[src/rtl/adc3663_spi_cmd_sched.sv]
// Command scheduler for the ADC3663 SPI engine: buffers PS register commands,
// interleaves periodic readback polls and closes each transaction on engine acks.
module adc3663_spi_cmd_sched #(
  parameter int unsigned FIFO_DEPTH     = 16,
  parameter int unsigned POLL_PERIOD    = 1000000,
  parameter int unsigned TIMEOUT_CYCLES = 4096,
  parameter int unsigned GAP_CYCLES     = 40,
  parameter int unsigned RD_SETTLE      = 20
) (
  input  logic                          sys_clk,
  input  logic                          sys_rst,
  input  logic                          cmd_wr_en,
  input  logic [22:0]                   cmd_wr_data,
  output logic                          cmd_full,
  output logic [$clog2(FIFO_DEPTH):0]   cmd_level,
  input  logic                          poll_en,
  input  logic [13:0]                   poll_addr,
  input  logic                          spi_wr_ack_i,
  input  logic                          spi_rd_ack_i,
  input  logic [7:0]                    spi_pdata_i,
  output logic                          adcfifo_empty_o,
  output logic                          spi_config_o,
  output logic                          spi_rw_flag_o,
  output logic [21:0]                   adc_data_o,
  output logic                          rd_valid_o,
  output logic [13:0]                   rd_addr_o,
  output logic [7:0]                    rd_data_o,
  output logic [7:0]                    poll_data_o,
  output logic                          poll_valid_o,
  output logic                          busy_o,
  output logic                          timeout_err_o,
  input  logic                          err_clr
);

  localparam int unsigned AW = $clog2(FIFO_DEPTH);
  localparam int unsigned LW = AW + 1;
  localparam int unsigned PW = $clog2(POLL_PERIOD + 1);
  localparam int unsigned TW = $clog2(TIMEOUT_CYCLES + 1);
  localparam int unsigned GW = $clog2(GAP_CYCLES + 1);
  localparam int unsigned SW = $clog2(RD_SETTLE + 1);

  typedef enum logic [2:0] {IDLE, ISSUE, WAIT_ACK, SETTLE, GAP} state_t;

  state_t          state;
  logic [22:0]     mem [FIFO_DEPTH];
  logic [AW-1:0]   wr_ptr;
  logic [AW-1:0]   rd_ptr;
  logic [LW-1:0]   level_nxt;
  logic            push;
  logic            pop;
  logic [PW-1:0]   poll_timer;
  logic            poll_pending;
  logic            poll_take;
  logic            wr_ack_q;
  logic            rd_ack_q;
  logic            wr_edge;
  logic            rd_edge;
  logic            cur_rw;
  logic [13:0]     cur_addr;
  logic [7:0]      cur_data;
  logic            cur_poll;
  logic [TW-1:0]   tmo_cnt;
  logic            tmo_hit;
  logic [GW-1:0]   gap_cnt;
  logic [SW-1:0]   settle_cnt;

  assign push      = cmd_wr_en && !cmd_full;
  assign pop       = (state == IDLE) && (cmd_level != '0);
  assign poll_take = (state == IDLE) && (cmd_level == '0) && poll_pending && poll_en;
  assign wr_edge   = spi_wr_ack_i && !wr_ack_q;
  assign rd_edge   = spi_rd_ack_i && !rd_ack_q;
  assign tmo_hit   = (tmo_cnt == TW'(TIMEOUT_CYCLES - 1));

  always_comb begin
    level_nxt = cmd_level;
    if (push && !pop)
      level_nxt = cmd_level + LW'(1);
    else if (pop && !push)
      level_nxt = cmd_level - LW'(1);
  end

  // FIFO pointers and occupancy; full is registered from the next level
  always_ff @(posedge sys_clk or posedge sys_rst) begin
    if (sys_rst) begin
      wr_ptr    <= '0;
      rd_ptr    <= '0;
      cmd_level <= '0;
      cmd_full  <= 1'b0;
    end else begin
      if (push) wr_ptr <= wr_ptr + AW'(1);
      if (pop)  rd_ptr <= rd_ptr + AW'(1);
      cmd_level <= level_nxt;
      cmd_full  <= (level_nxt == LW'(FIFO_DEPTH));
    end
  end

  always_ff @(posedge sys_clk) begin
    if (push) mem[wr_ptr] <= cmd_wr_data;
  end

  // A tick coinciding with a take re-arms the request
  always_ff @(posedge sys_clk or posedge sys_rst) begin
    if (sys_rst) begin
      poll_timer   <= '0;
      poll_pending <= 1'b0;
    end else if (!poll_en) begin
      poll_timer   <= '0;
      poll_pending <= 1'b0;
    end else if (poll_timer == PW'(POLL_PERIOD - 1)) begin
      poll_timer   <= '0;
      poll_pending <= 1'b1;
    end else begin
      poll_timer <= poll_timer + PW'(1);
      if (poll_take) poll_pending <= 1'b0;
    end
  end

  always_ff @(posedge sys_clk or posedge sys_rst) begin
    if (sys_rst) begin
      wr_ack_q <= 1'b0;
      rd_ack_q <= 1'b0;
    end else begin
      wr_ack_q <= spi_wr_ack_i;
      rd_ack_q <= spi_rd_ack_i;
    end
  end

  always_ff @(posedge sys_clk or posedge sys_rst) begin
    if (sys_rst) begin
      state           <= IDLE;
      cur_rw          <= 1'b0;
      cur_addr        <= '0;
      cur_data        <= '0;
      cur_poll        <= 1'b0;
      tmo_cnt         <= '0;
      gap_cnt         <= '0;
      settle_cnt      <= '0;
      adcfifo_empty_o <= 1'b1;
      spi_config_o    <= 1'b0;
      spi_rw_flag_o   <= 1'b0;
      adc_data_o      <= '0;
      rd_valid_o      <= 1'b0;
      rd_addr_o       <= '0;
      rd_data_o       <= '0;
      poll_data_o     <= '0;
      poll_valid_o    <= 1'b0;
      busy_o          <= 1'b0;
      timeout_err_o   <= 1'b0;
    end else begin
      rd_valid_o   <= 1'b0;
      poll_valid_o <= 1'b0;
      if (err_clr) timeout_err_o <= 1'b0;
      case (state)
        IDLE: begin
          if (pop) begin
            {cur_rw, cur_addr, cur_data} <= mem[rd_ptr];
            cur_poll <= 1'b0;
            state    <= ISSUE;
            busy_o   <= 1'b1;
          end else if (poll_take) begin
            cur_rw   <= 1'b1;
            cur_addr <= poll_addr;
            cur_data <= '0;
            cur_poll <= 1'b1;
            state    <= ISSUE;
            busy_o   <= 1'b1;
          end
        end
        ISSUE: begin
          adc_data_o      <= {cur_addr, cur_data};
          spi_rw_flag_o   <= cur_rw;
          adcfifo_empty_o <= 1'b0;
          spi_config_o    <= 1'b1;
          tmo_cnt         <= '0;
          state           <= WAIT_ACK;
        end
        WAIT_ACK: begin
          tmo_cnt <= tmo_cnt + TW'(1);
          if (tmo_hit) begin
            timeout_err_o   <= 1'b1;
            adcfifo_empty_o <= 1'b1;
            spi_config_o    <= 1'b0;
            gap_cnt         <= '0;
            state           <= GAP;
          end else if (cur_rw && rd_edge) begin
            settle_cnt <= '0;
            state      <= SETTLE;
          end else if (!cur_rw && wr_edge) begin
            adcfifo_empty_o <= 1'b1;
            spi_config_o    <= 1'b0;
            gap_cnt         <= '0;
            state           <= GAP;
          end
        end
        SETTLE: begin
          tmo_cnt <= tmo_cnt + TW'(1);
          if (tmo_hit) begin
            timeout_err_o   <= 1'b1;
            adcfifo_empty_o <= 1'b1;
            spi_config_o    <= 1'b0;
            gap_cnt         <= '0;
            state           <= GAP;
          end else if (settle_cnt == SW'(RD_SETTLE - 1)) begin
            if (cur_poll) begin
              poll_data_o  <= spi_pdata_i;
              poll_valid_o <= 1'b1;
            end else begin
              rd_addr_o  <= cur_addr;
              rd_data_o  <= spi_pdata_i;
              rd_valid_o <= 1'b1;
            end
            adcfifo_empty_o <= 1'b1;
            spi_config_o    <= 1'b0;
            gap_cnt         <= '0;
            state           <= GAP;
          end else begin
            settle_cnt <= settle_cnt + SW'(1);
          end
        end
        GAP: begin
          if (gap_cnt == GW'(GAP_CYCLES - 1)) begin
            state  <= IDLE;
            busy_o <= 1'b0;
          end else begin
            gap_cnt <= gap_cnt + GW'(1);
          end
        end
        default: begin
          state  <= IDLE;
          busy_o <= 1'b0;
        end
      endcase
    end
  end

endmodule

[config.mk]
export PLATFORM = sky130hd
export DESIGN_NAME = adc3663_spi_cmd_sched
export DESIGN_NICKNAME = d
export VERILOG_FILES = /design/src/rtl/adc3663_spi_cmd_sched.sv
export SDC_FILE = /design/constraint.sdc
export NUM_CORES = 1
export LEC_CHECK = 0
export CORE_MARGIN = 3
export CORE_UTILIZATION = 54
export DETAILED_ROUTE_END_ITERATION = 12
export PLACE_DENSITY = 0.76
export SLEW_MARGIN = 10
export SYNTH_ARGS = -nofsm -noshare
export SYNTH_HDL_FRONTEND = slang
export SYNTH_SLANG_ARGS = --single-unit
[constraint.sdc]
create_clock -name sys_clk -period 4.85 [get_ports sys_clk]
set_clock_uncertainty 0.15 [all_clocks]
set_input_delay 0.97 -clock sys_clk [delete_from_list [all_inputs] [get_ports sys_clk]]
set_output_delay 0.97 -clock sys_clk [all_outputs]
set_load 0.02 [all_outputs]
# Word-level counts from Yosys, hierarchy flattened
# Memories as Yosys holds them, arrays and structs flattened.
# Cells that the tools add are included.
# totals
reg_bits,147
mem_bits_rw,368
input_bits,52
output_inout_bits,65
wordCells,159
mem_count,1
# memory_table
name,words,word_bits,rd,rd_clocked_by_memory_dff,write_ports,line_no,rtl
mem,16,23,1,0,1,45,logic [22:0] mem [FIFO_DEPTH];
# op_classes
addsub,8
n_eq_ne,21
mux,64
n_bitwise,3
reduce_logical,35
# op_table
operator,count
20-bit 2-to-1 mux,2
6-bit 2-to-1 mux,6
1-bit 2-to-1 mux,31
5-bit 2-to-1 mux,6
14-bit 2-to-1 mux,2
13-bit one-hot mux with 2 select lines,1
3-bit 2-to-1 mux,8
"20-bit by 1-bit adder with 20-bit output, second input constant",1
"20-bit == test, second input constant",1
6-bit one-hot mux with 3 select lines,1
8-bit 2-to-1 mux,2
4-bit AND reduction,4
3-bit one-hot mux with 5 select lines,1
"13-bit by 1-bit adder with 13-bit output, second input constant",1
"13-bit by 12-bit == test with 1-bit output, second input constant",1
"2-bit != test, second input constant",6
"3-bit != test, second input constant",4
1-bit logical AND,11
"5-bit by 1-bit adder with 5-bit output, second input constant",2
"5-bit == test, second input constant",2
5-bit one-hot mux with 2 select lines,1
5-bit AND reduction,2
1-bit one-hot mux with 3 select lines,3
"4-bit by 1-bit adder with 4-bit output, second input constant",2
19 further kinds,30

# Depth between registers and ports, before layout
# Gate-level depths: netlist of run 1.
# logic_depth
ltp_word,7
depth_mapped,8
depth_no_buf,7

# Worst setup path after synthesis of run 1
# OpenSTA, ideal clock, no wires.
# synth_timing
kind,input -> register
startpoint,input cmd_wr_en
endpoint,"memory mem[4][0], enable pin"
setup_ps,382
arrival_ps,2204
t_required_ps,4318
slack_ps,2114
path_stages,5
n_path_buf,1
cell_sequence,nor2b_1 clkbuf_1 nand2_1 nor2_1 and2_1
# synth_between
elab_chain_len,3
# synth_lines
item,line_no,rtl
from (decl),12,"input logic cmd_wr_en,"
1-bit logical AND,67,assign push = cmd_wr_en && !cmd_full;
1-bit 2-to-1 mux,98,if (push) mem[wr_ptr] <= cmd_wr_data;
1-bit 2-to-1 mux (not written as such),98,
to (decl),45,
# No other way between the ends.

# Final worst setup path of run 1
# layout_timing
startpoint,register settle_cnt[0]
endpoint,register rd_addr_o[11]
# layout_between
elab_chain_len,2
# layout_lines
item,line_no,rtl
from (decl),65,logic [SW-1:0] settle_cnt;
from (signal assigned),217,settle_cnt <= settle_cnt + SW'(1);
5-bit == test,203,end else if (settle_cnt == SW'(RD_SETTLE - 1)) begin
4-bit AND reduction (no line),--,
to (signal assigned),208,rd_addr_o <= cur_addr;
to (decl),26,"output logic [13:0] rd_addr_o,"
# No other way between the ends.
# A chain may end at the register's enable or synchronous reset.

==> flow_summary.ini, run 1 <==
[timing]
hold_violations = 0
rsz0062_at_grt = false
slew_headroom_pct = 33.9
period_needed_ns = 2.98
setup_viol = 0
worst_slew_pin_slew_ns = 0.989
finalCritPeriodShare_pct = 61.5
finalSetupTns_ns = 0
fmax_ghz = 0.335
drv_slew = 0
setup_ws_ns = 1.87

[clock_tree]
cts_setup_buffers = 0
worstSkewPairLatency_ns = 0.58
cts_buffer_depth = 3
clk_pin_slew_ns = 0.06
numCtsBuffers = 51
cts_tree = yes
cts_sinks = 515
hold_buffers = 0
cts_resized = 0
cts_max_level = 2
cts-root-buf = clkbuf_16

[setup_path]
path_max_fanout = 23
cp-end-kind = flop
critPathKind = flop to flop
start_kind = flop
worstPathArrival_ns = 3.29
required_ns = 5.15

[detailed_routing]
wl_um = 43100
wire_per_inst_um = 23.0
drt-vias-per-instance = 5.92
vias = 11100
ant_nets = 0
first_pass_iters = 5
drtIter0Drc = 1059
post-route-drc-count = 0

[power]
seqPwrFrac_pct = 45.6
combPwrFrac_pct = 26.4
p_switching_mw = 4.09
power.share.switching_pct = 30.9
p_clk_share_pct = 27.9
p_leak_nw = 8.51
intPower_mw = 9.16
p_per_area_nw_per_um2 = 553
ir_worst_vdd_uv = 340

[finish]
fin_nets = 1387
drive_gt1_share_pct = 19.8
area_growth_pct = 16.5
final_common_cell = edfxtp_1
n_antenna_cell = 0
mostFrequentLayoutCells = edfxtp_1 (368), dfrtp_1 (142), clkdlybuf4s50_1 (116)

[yosys]
synth_flop_cell = edfxtp_1
async_flop_share_pct = 28.5
ys_seq_area_share_pct = 71.7
syn_nets = 1247
synth.yosys.warnings = 0
synth_edf_count = 368
ys_seq_elements = 515
synth.avg_cell_area_um2 = 17.4
yosysUniqueCellTypes = 55
synth_area_um2 = 20500
syn_inst = 1184

[min_path]
hp-class = flop to flop

[grt]
track_usage_pct = 21.8
overflow = 0
antenna_found_initial = 1
grt_pass1_wl_um = 68500
grt_pass1_vias = 11500
grt_max_degree = 104

[floorplanning]
die-area_um2 = 40400
fp.coreArea_um2 = 37000
die_y_um = 201
ios = 117
dieWidth_um = 201
rows = 70
initial_core_util_pct = 55.5

[run_status]
status = completed

[placed_design]
gp_congestion = 0.809
portBuffers = 116
post-place-ws_ns = 1.34
dp_hpwl_um = 25900

[flow_run]
drv_cap = 0
through the flow:
stage,power (mW),cell area [µm²],util (%),std cells,hold WS (ns)
finish,13.2,23900,64.6,1869,0.322
global route,13.9,23900,64.6,1869,0.338
CTS,13.4,23900,64.6,1869,0.321
global placement,9.52,22400,60.3,1775,0.284
floorplan,8.34,20600,-,1184,0.274
detailed placement,9.61,22400,60.3,1775,0.312
worst max-delay path: stages, from the launching register on:
cell and delay [ns]:
dfrtp_1 0.40, ha_1 0.22, nor4bb_1 0.54, and4_4 0.31
nor2b_4 0.80, mux2_2 0.42
synth_stat cells, drive strengths merged (20+ instances only):
cell type | n | area share [%]
mux2 | 60 | 3.6
a21oi | 20 | 0.49
nand3 | 28 | 0.68
dfrtp | 146 | 18
nand2 | 111 | 2.0
buf | 20 | 0.63
mux4 | 92 | 10
clkbuf | 35 | 0.64
o22ai | 27 | 0.82
nor2 | 43 | 0.80
mux2i | 34 | 1.7
o21ai | 26 | 0.63
edfxtp | 368 | 54
per-layer routing:
| layer | wire [µm] | track usage, % | part of all wire [%] |
|---|---|---|---|
| met4 | 1030 | 6.17 | 2.4 |
| met5 | 13 | 0 | 0.030 |
| met3 | 3160 | 3.84 | 7.3 |
| met2 | 20300 | 34.3 | 47 |
| met1 | 18500 | 32.0 | 43 |
sequential cells by signal (all words and copies together), names as in the netlist, 5 cells and up:
signal       count
gap_cnt          6
poll_data_o      8
poll_timer      20
cur_addr        14
adc_data_o      22
rd_addr_o       14
tmo_cnt         13
settle_cnt       5
cmd_level        5
mem            368
rd_data_o        8
cur_data         8
area by class of cell:
class / instances / area [µm²]
inverters: 18 / 71.3
well taps: 504 / 631
repair buffers: 142 / 1420
clock inverters: 27 / 230
flip-flops and latches: 515 / 14700
fillers: 2505 / 13100
clock buffers: 67 / 1350
multi-input cells: 596 / 5490
final timing paths:
| path | startpoint | to | slack [ns] | cells after the start |
|---|---|---|---|---|
| min in group asynchronous | sys_rst | rd_data_o[4] | 0.73 | 3 |
| max reg2reg | settle_cnt[0] | rd_addr_o[11] | 1.87 | 5 |
| max in group asynchronous | sys_rst | poll_timer[6] | 3.34 | 3 |
| min | adc_data_o[9] | adc_data_o[9] | 0.32 | 2 |
| min reg2reg | adc_data_o[9] | adc_data_o[9] | 0.32 | 2 |
| max | settle_cnt[0] | rd_addr_o[11] | 1.87 | 5 |
cell families after synthesis:
group                    after synthesis  share of synthesized area [%]
XOR/XNOR                              28                           1.19
adder cells (fa/ha/maj)               11                          0.670
buffers and inverters                 73                           1.60
multiplexers                         186                           15.4
AO/OA/AOI/OAI                        101                           3.00
AND/OR/NAND/NOR                      270                           6.48
flip-flops                           515                           71.7
power by group through the flow:
stage / logic [mW] / clock network, mW / registers (mW)
2_1_floorplan: 2.49 / 0 / 5.85
4_1_cts: 3.54 / 3.77 / 6.05
5_1_grt: 3.79 / 3.95 / 6.14
6_report: 3.50 / 3.70 / 6.04
3_5_place_dp: 3.48 / 0 / 6.13
3_3_place_gp: 3.42 / 0 / 6.10
(Power assumes the default switching activity.)
==> run 2: changes to the inputs <==
==> constraint.sdc (replaced) <==
create_clock -name sys_clk -period 2.5 [get_ports sys_clk]
set_clock_uncertainty 0.15 [all_clocks]
set_input_delay 0.5 -clock sys_clk [delete_from_list [all_inputs] [get_ports sys_clk]]
set_output_delay 0.5 -clock sys_clk [all_outputs]
set_load 0.02 [all_outputs]
==> run 2 against run 1 <==
Against the previous run:
- die area did not move
- sequential share of layout area fell by 2.0 points
- non-clock buffer count rose by 68
- maximum frequency rose by 26%
- total power rose by 100%
- cell area rose by 3.3%
- sequential power rose by 84%
- cell count rose by 3.7%
- critical path depth rose by 1
==> flow_summary.ini, run 2 (synthesis results as in run 1) <==
[min_path]
hp-class = input port to async pin

[power]
p_clk_share_pct = 27.4
p_switching_mw = 7.91
p_per_area_nw_per_um2 = 1070
combPwrFrac_pct = 30.6
p_leak_nw = 8.94
intPower_mw = 18.6
ir_worst_vdd_uv = 548
power.share.switching_pct = 29.8
seqPwrFrac_pct = 42.0

[setup_path]
cp_top_family = multiplexers
slowest_stage = dfrtp_4
cp_cell_sequence = buf_12 -> buf_12 -> mux4_2 -> mux2i_1 -> o22ai_1 -> a21o_1
worstPathArrival_ns = 2.67
critPathKind = flop to flop
start_kind = flop
path_buf_inv = 2
path_common_cell = buf_12
path_max_fanout = 32
critPathMaxStageDelay_ns = 0.61
cp-end-kind = flop
required_ns = 2.80

[finish]
mostFrequentLayoutCells = edfxtp_1 (368), dfrtp_1 (142), clkdlybuf4s50_1 (116)
drive_gt1_share_pct = 23.2
num-fill-cells = 2406
fin_nets = 1456
largest_reg_flops = 368
top_register = mem
n_antenna_cell = 0
largestRegisters = mem: 368 flops, adc_data_o: 22 flops, poll_timer: 20 flops
final_common_cell = edfxtp_1
fin_cells = 1938
area_growth_pct = 20.3

[clock_tree]
worstSkewPairLatency_ns = 0.57
cts_buffer_depth = 3
clk_pin_slew_ns = 0.06
cts-root-buf = clkbuf_16
cts_tree = yes
cts_sinks = 515
cts_max_level = 2
numCtsBuffers = 51

[timing]
setup_viol = 0
fin_hold_ws_ns = 0.111
finalCritPeriodShare_pct = 94.9
worst_slew_pin_slew_ns = 0.693
hold_violations = 0
period_needed_ns = 2.37
drv_slew = 0
slew_headroom_pct = 53.3
rsz0062_at_grt = false
setup_ws_ns = 0.128
finalSetupTns_ns = 0
fmax_ghz = 0.422

[floorplanning]
die-area_um2 = 40400
fp.coreArea_um2 = 37000
rows = 70
dieWidth_um = 201
ios = 117
die_y_um = 201
initial_core_util_pct = 55.5

[placed_design]
dp_hpwl_um = 27600
dp.cells = 1841
post-place-ws_ns = -0.107
gp_congestion = 0.799
portBuffers = 116

[flow_run]
drv_cap = 0

[grt]
grt_max_degree = 59
grt_pass1_vias = 11700
antenna_found_initial = 0
track_usage_pct = 22.0
grt_pass1_wl_um = 68600
overflow = 0

[run_status]
status = completed

[detailed_routing]
wl_um = 43400
drtIter0Drc = 905
post-route-drc-count = 0
drt-vias-per-instance = 5.78
vias = 11200
wire_per_inst_um = 22.4
ant_nets = 0
first_pass_iters = 5
-- run 2: layer usage --
layer  vias to the layer above  part of all wire, %  global-route usage (%)
met5                         -                    0                       0
li1                       5005                    -                       -
met1                      5743                   42                    31.4
met2                       387                   49                    35.2
met3                        69                  7.2                    4.20
met4                         0                  2.2                    6.35
-- run 2: path summary, 6_finish.rpt --
| check | endpoint | slack (ns) | cells after the start | from |
|---|---|---|---|---|
| worst max-delay path | cur_data[2] | 0.13 | 6 | rd_ptr[1] |
| worst min-delay path | gap_cnt[0] | 0.11 | 2 | sys_rst |
| worst max register to register | cur_data[2] | 0.13 | 6 | rd_ptr[1] |
| worst min register to register | poll_timer[0] | 0.30 | 1 | poll_timer[0] |
| max in group asynchronous | adc_data_o[13] | 1.52 | 3 | sys_rst |
| min in group sys_clk | rd_ack_q | 0.30 | 1 | spi_rd_ack_i |
-- run 2: final cells by class --
type | count | area (µm²) | area share (%)
well taps | 504 | 631 | 2.55
clock buffers | 75 | 1400 | 5.65
clock inverters | 19 | 195 | 0.789
multi-input cells | 597 | 5520 | 22.3
repair buffers | 210 | 2180 | 8.81
flip-flops and latches | 515 | 14700 | 59.6
inverters | 18 | 71.3 | 0.288
-- run 2: power by group through the flow --
| stage | registers [mW] | clock network [mW] | logic [mW] |
|---|---|---|---|
| floorplan | 11.3 | 0 | 4.84 |
| global placement | 11.2 | 0 | 7.97 |
| detailed placement | 11.3 | 0 | 8.14 |
| CTS | 11.1 | 7.43 | 8.21 |
| global route | 11.3 | 7.78 | 8.79 |
| finish | 11.1 | 7.27 | 8.13 |
-- run 2: per-stage QoR --
stage               cell area [µm²]  total power [mW]  util [%]
finish                        24700              26.6      66.7
CTS                           24700              26.8      66.6
floorplan                     20600              16.2         -
detailed placement            23100              19.4      62.3
global placement              23100              19.2      62.3
global route                  24700              27.8      66.7
-- run 2: what timing repair did --
action	4_1_cts	5_1_grt
setup buffers	0	2
hold buffers	0	0
gates cloned	1	0
setup endpoints to repair	22	4
resized for setup	1	1
==> run 3: changes to the inputs <==
--- a/config.mk
+++ b/config.mk
@@ -7,8 +7,9 @@
 export LEC_CHECK = 0
 export CORE_MARGIN = 3
 export CORE_UTILIZATION = 54
+export CTS_CLUSTER_DIAMETER = 60
 export DETAILED_ROUTE_END_ITERATION = 12
-export PLACE_DENSITY = 0.76
+export PLACE_DENSITY = 0.83
 export SLEW_MARGIN = 10
 export SYNTH_ARGS = -nofsm -noshare
 export SYNTH_HDL_FRONTEND = slang
==> run 3 against run 2 <==
Against the previous run:
- core utilization decreased by 0.061 points
- critical path depth decreased by 5
- register-to-register slack got worse by 0.03 ns
- first-iteration DRC count increased by 34%
- total power increased by 2.2%
- sequential power about the same
- combinational power decreased by 1%
- non-clock buffer count decreased by 9
- clock-buffer cell count decreased by 7
- routed wire length increased by 6.5%
- flip-flop and latch count unchanged
- global-route usage increased by 1.2 points
- critical path type is now flop to output port
- critical endpoint is now cmd_level[2]
==> flow_summary.ini, run 3 (synthesis results as in run 1) <==
[run_status]
status = completed

[grt]
track_usage_pct = 23.2
grt_max_degree = 40
grt_pass1_wl_um = 72000
overflow = 0
grt_pass1_vias = 11800
antenna_found_initial = 3

[flow_run]
drv_cap = 0

[setup_path]
critPathKind = flop to output port
required_ns = 1.85
path_max_fanout = 7
critPathMaxStageDelay_ns = 0.70
slowest_stage = clkdlybuf4s50_1
worstPathArrival_ns = 1.76
cp-end-kind = output port
path_buf_inv = 1
cp_cell_sequence = clkdlybuf4s50_1
cp_top_family = buffers and inverters
start_kind = flop
rrSetupSlack_ns = 0.10

[clock_tree]
cts_buffer_depth = 3
cts_resized = 1
cts-root-buf = clkbuf_16
cts_setup_buffers = 0
cts_sinks = 515
clk_pin_slew_ns = 0.06
hold_buffers = 0
cts_tree = yes
worstSkewPairLatency_ns = 0.58
cts_max_level = 2
numCtsBuffers = 51

[power]
p_leak_nw = 8.92
combPwrFrac_pct = 29.6
ir_worst_vdd_uv = 594
p_clk_share_pct = 29.0
seqPwrFrac_pct = 41.4
power_mw = 27.1
power.share.switching_pct = 30.2
intPower_mw = 18.9
p_per_area_nw_per_um2 = 1100
p_switching_mw = 8.20

[finish]
area_growth_pct = 20.2
mostFrequentLayoutCells = edfxtp_1 (368), dfrtp_1 (142), clkdlybuf4s50_1 (116)
fin_nets = 1447
largest_reg_flops = 368
multiInputGateArea_um2 = 5510
top_register = mem
drive_gt1_share_pct = 23.1
largestRegisters = mem: 368 flops, adc_data_o: 22 flops, poll_timer: 20 flops
regArea_um2 = 14700
final_util_pct = 66.7
final_common_cell = edfxtp_1
num-fill-cells = 2305

[detailed_routing]
ant_nets = 0
wl_um = 46200
first_pass_iters = 5
drt-vias-per-instance = 5.90
drtIter0Drc = 1213
post-route-drc-count = 0
wire_per_inst_um = 24.0
vias = 11400

[floorplanning]
die-area_um2 = 40400
die_y_um = 201
rows = 70
ios = 117
fp.coreArea_um2 = 37000
dieWidth_um = 201
initial_core_util_pct = 55.5

[timing]
drv_slew = 0
setup_viol = 0
finalCritPeriodShare_pct = 96.4
fmax_ghz = 0.415
finalSetupTns_ns = 0
period_needed_ns = 2.41
setup_ws_ns = 0.0903
slew_headroom_pct = 50.4
worst_slew_pin_slew_ns = 0.741
rsz0062_at_grt = false
hold_violations = 0
fin_hold_ws_ns = 0.214

[placed_design]
post-place-ws_ns = -0.105
gp_congestion = 0.830
portBuffers = 116
dp_hpwl_um = 29600

[min_path]
hp-class = input port to async pin
==> run 3: cell count changes in the layout (fill, tap and decap cells not counted), sizes merged <==
cell      previous run  this run
clkinvlp             1         2
buf                 94        85
bufinv               4         9
clkbuf              75        68
inv                 18        21
clkinv              14        11
diode                0         1
==> run 3: through the flow <==
| step | cell area [µm²] | instances |
|---|---|---|
| finish | 24700 | 1929 |
| global route | 24700 | 1929 |
| CTS | 24700 | 1928 |
| detailed placement | 23000 | 1834 |
| global placement | 23000 | 1834 |
| floorplan | 20600 | 1184 |
==> run 3: metal layers <==
| metal | global-route usage, % | routed length (µm) | vias to the layer above |
|---|---|---|---|
| met4 | 6.93 | 1270 | 4 |
| met5 | 0 | 28 | - |
| met2 | 37.1 | 22500 | 520 |
| li1 | - | - | 4972 |
| met3 | 4.52 | 3730 | 98 |
| met1 | 33.0 | 18700 | 5793 |
==> run 3: worst paths after layout <==
| check | start | endpoint | cells after the start |
|---|---|---|---|
| max | cmd_level[2] | cmd_level[2] | 1 |
| min | sys_rst | poll_timer[3] | 2 |
| max reg2reg | settle_cnt[1] | rd_addr_o[11] | 5 |
| min reg2reg | poll_timer[0] | poll_timer[0] | 1 |
| max in group asynchronous | sys_rst | rd_data_o[1] | 3 |
| min in group sys_clk | spi_wr_ack_i | wr_ack_q | 1 |
==> run 3: layout make-up <==
class | instances | share of cell area, %
Inverter | 18 | 0.289
Clock buffer | 68 | 5.46
Clock inverter | 25 | 1.49
Timing Repair Buffer | 201 | 8.25
Multi-Input combinational cell | 597 | 22.3
Tap cell | 504 | 2.55
Antenna cell | 1 | 0.0101
Sequential cell | 515 | 59.7
==> run 3: power by group through the flow <==
| stage | Clock [mW] | Sequential (mW) | Combinational [mW] |
|---|---|---|---|
| 6_report | 7.86 | 11.2 | 8.04 |
| 5_1_grt | 8.31 | 11.4 | 8.61 |
| 4_1_cts | 7.96 | 11.2 | 8.07 |
| 3_5_place_dp | 0 | 11.4 | 7.93 |
| 3_3_place_gp | 0 | 11.3 | 7.73 |
| 2_1_floorplan | 0 | 11.3 | 4.84 |
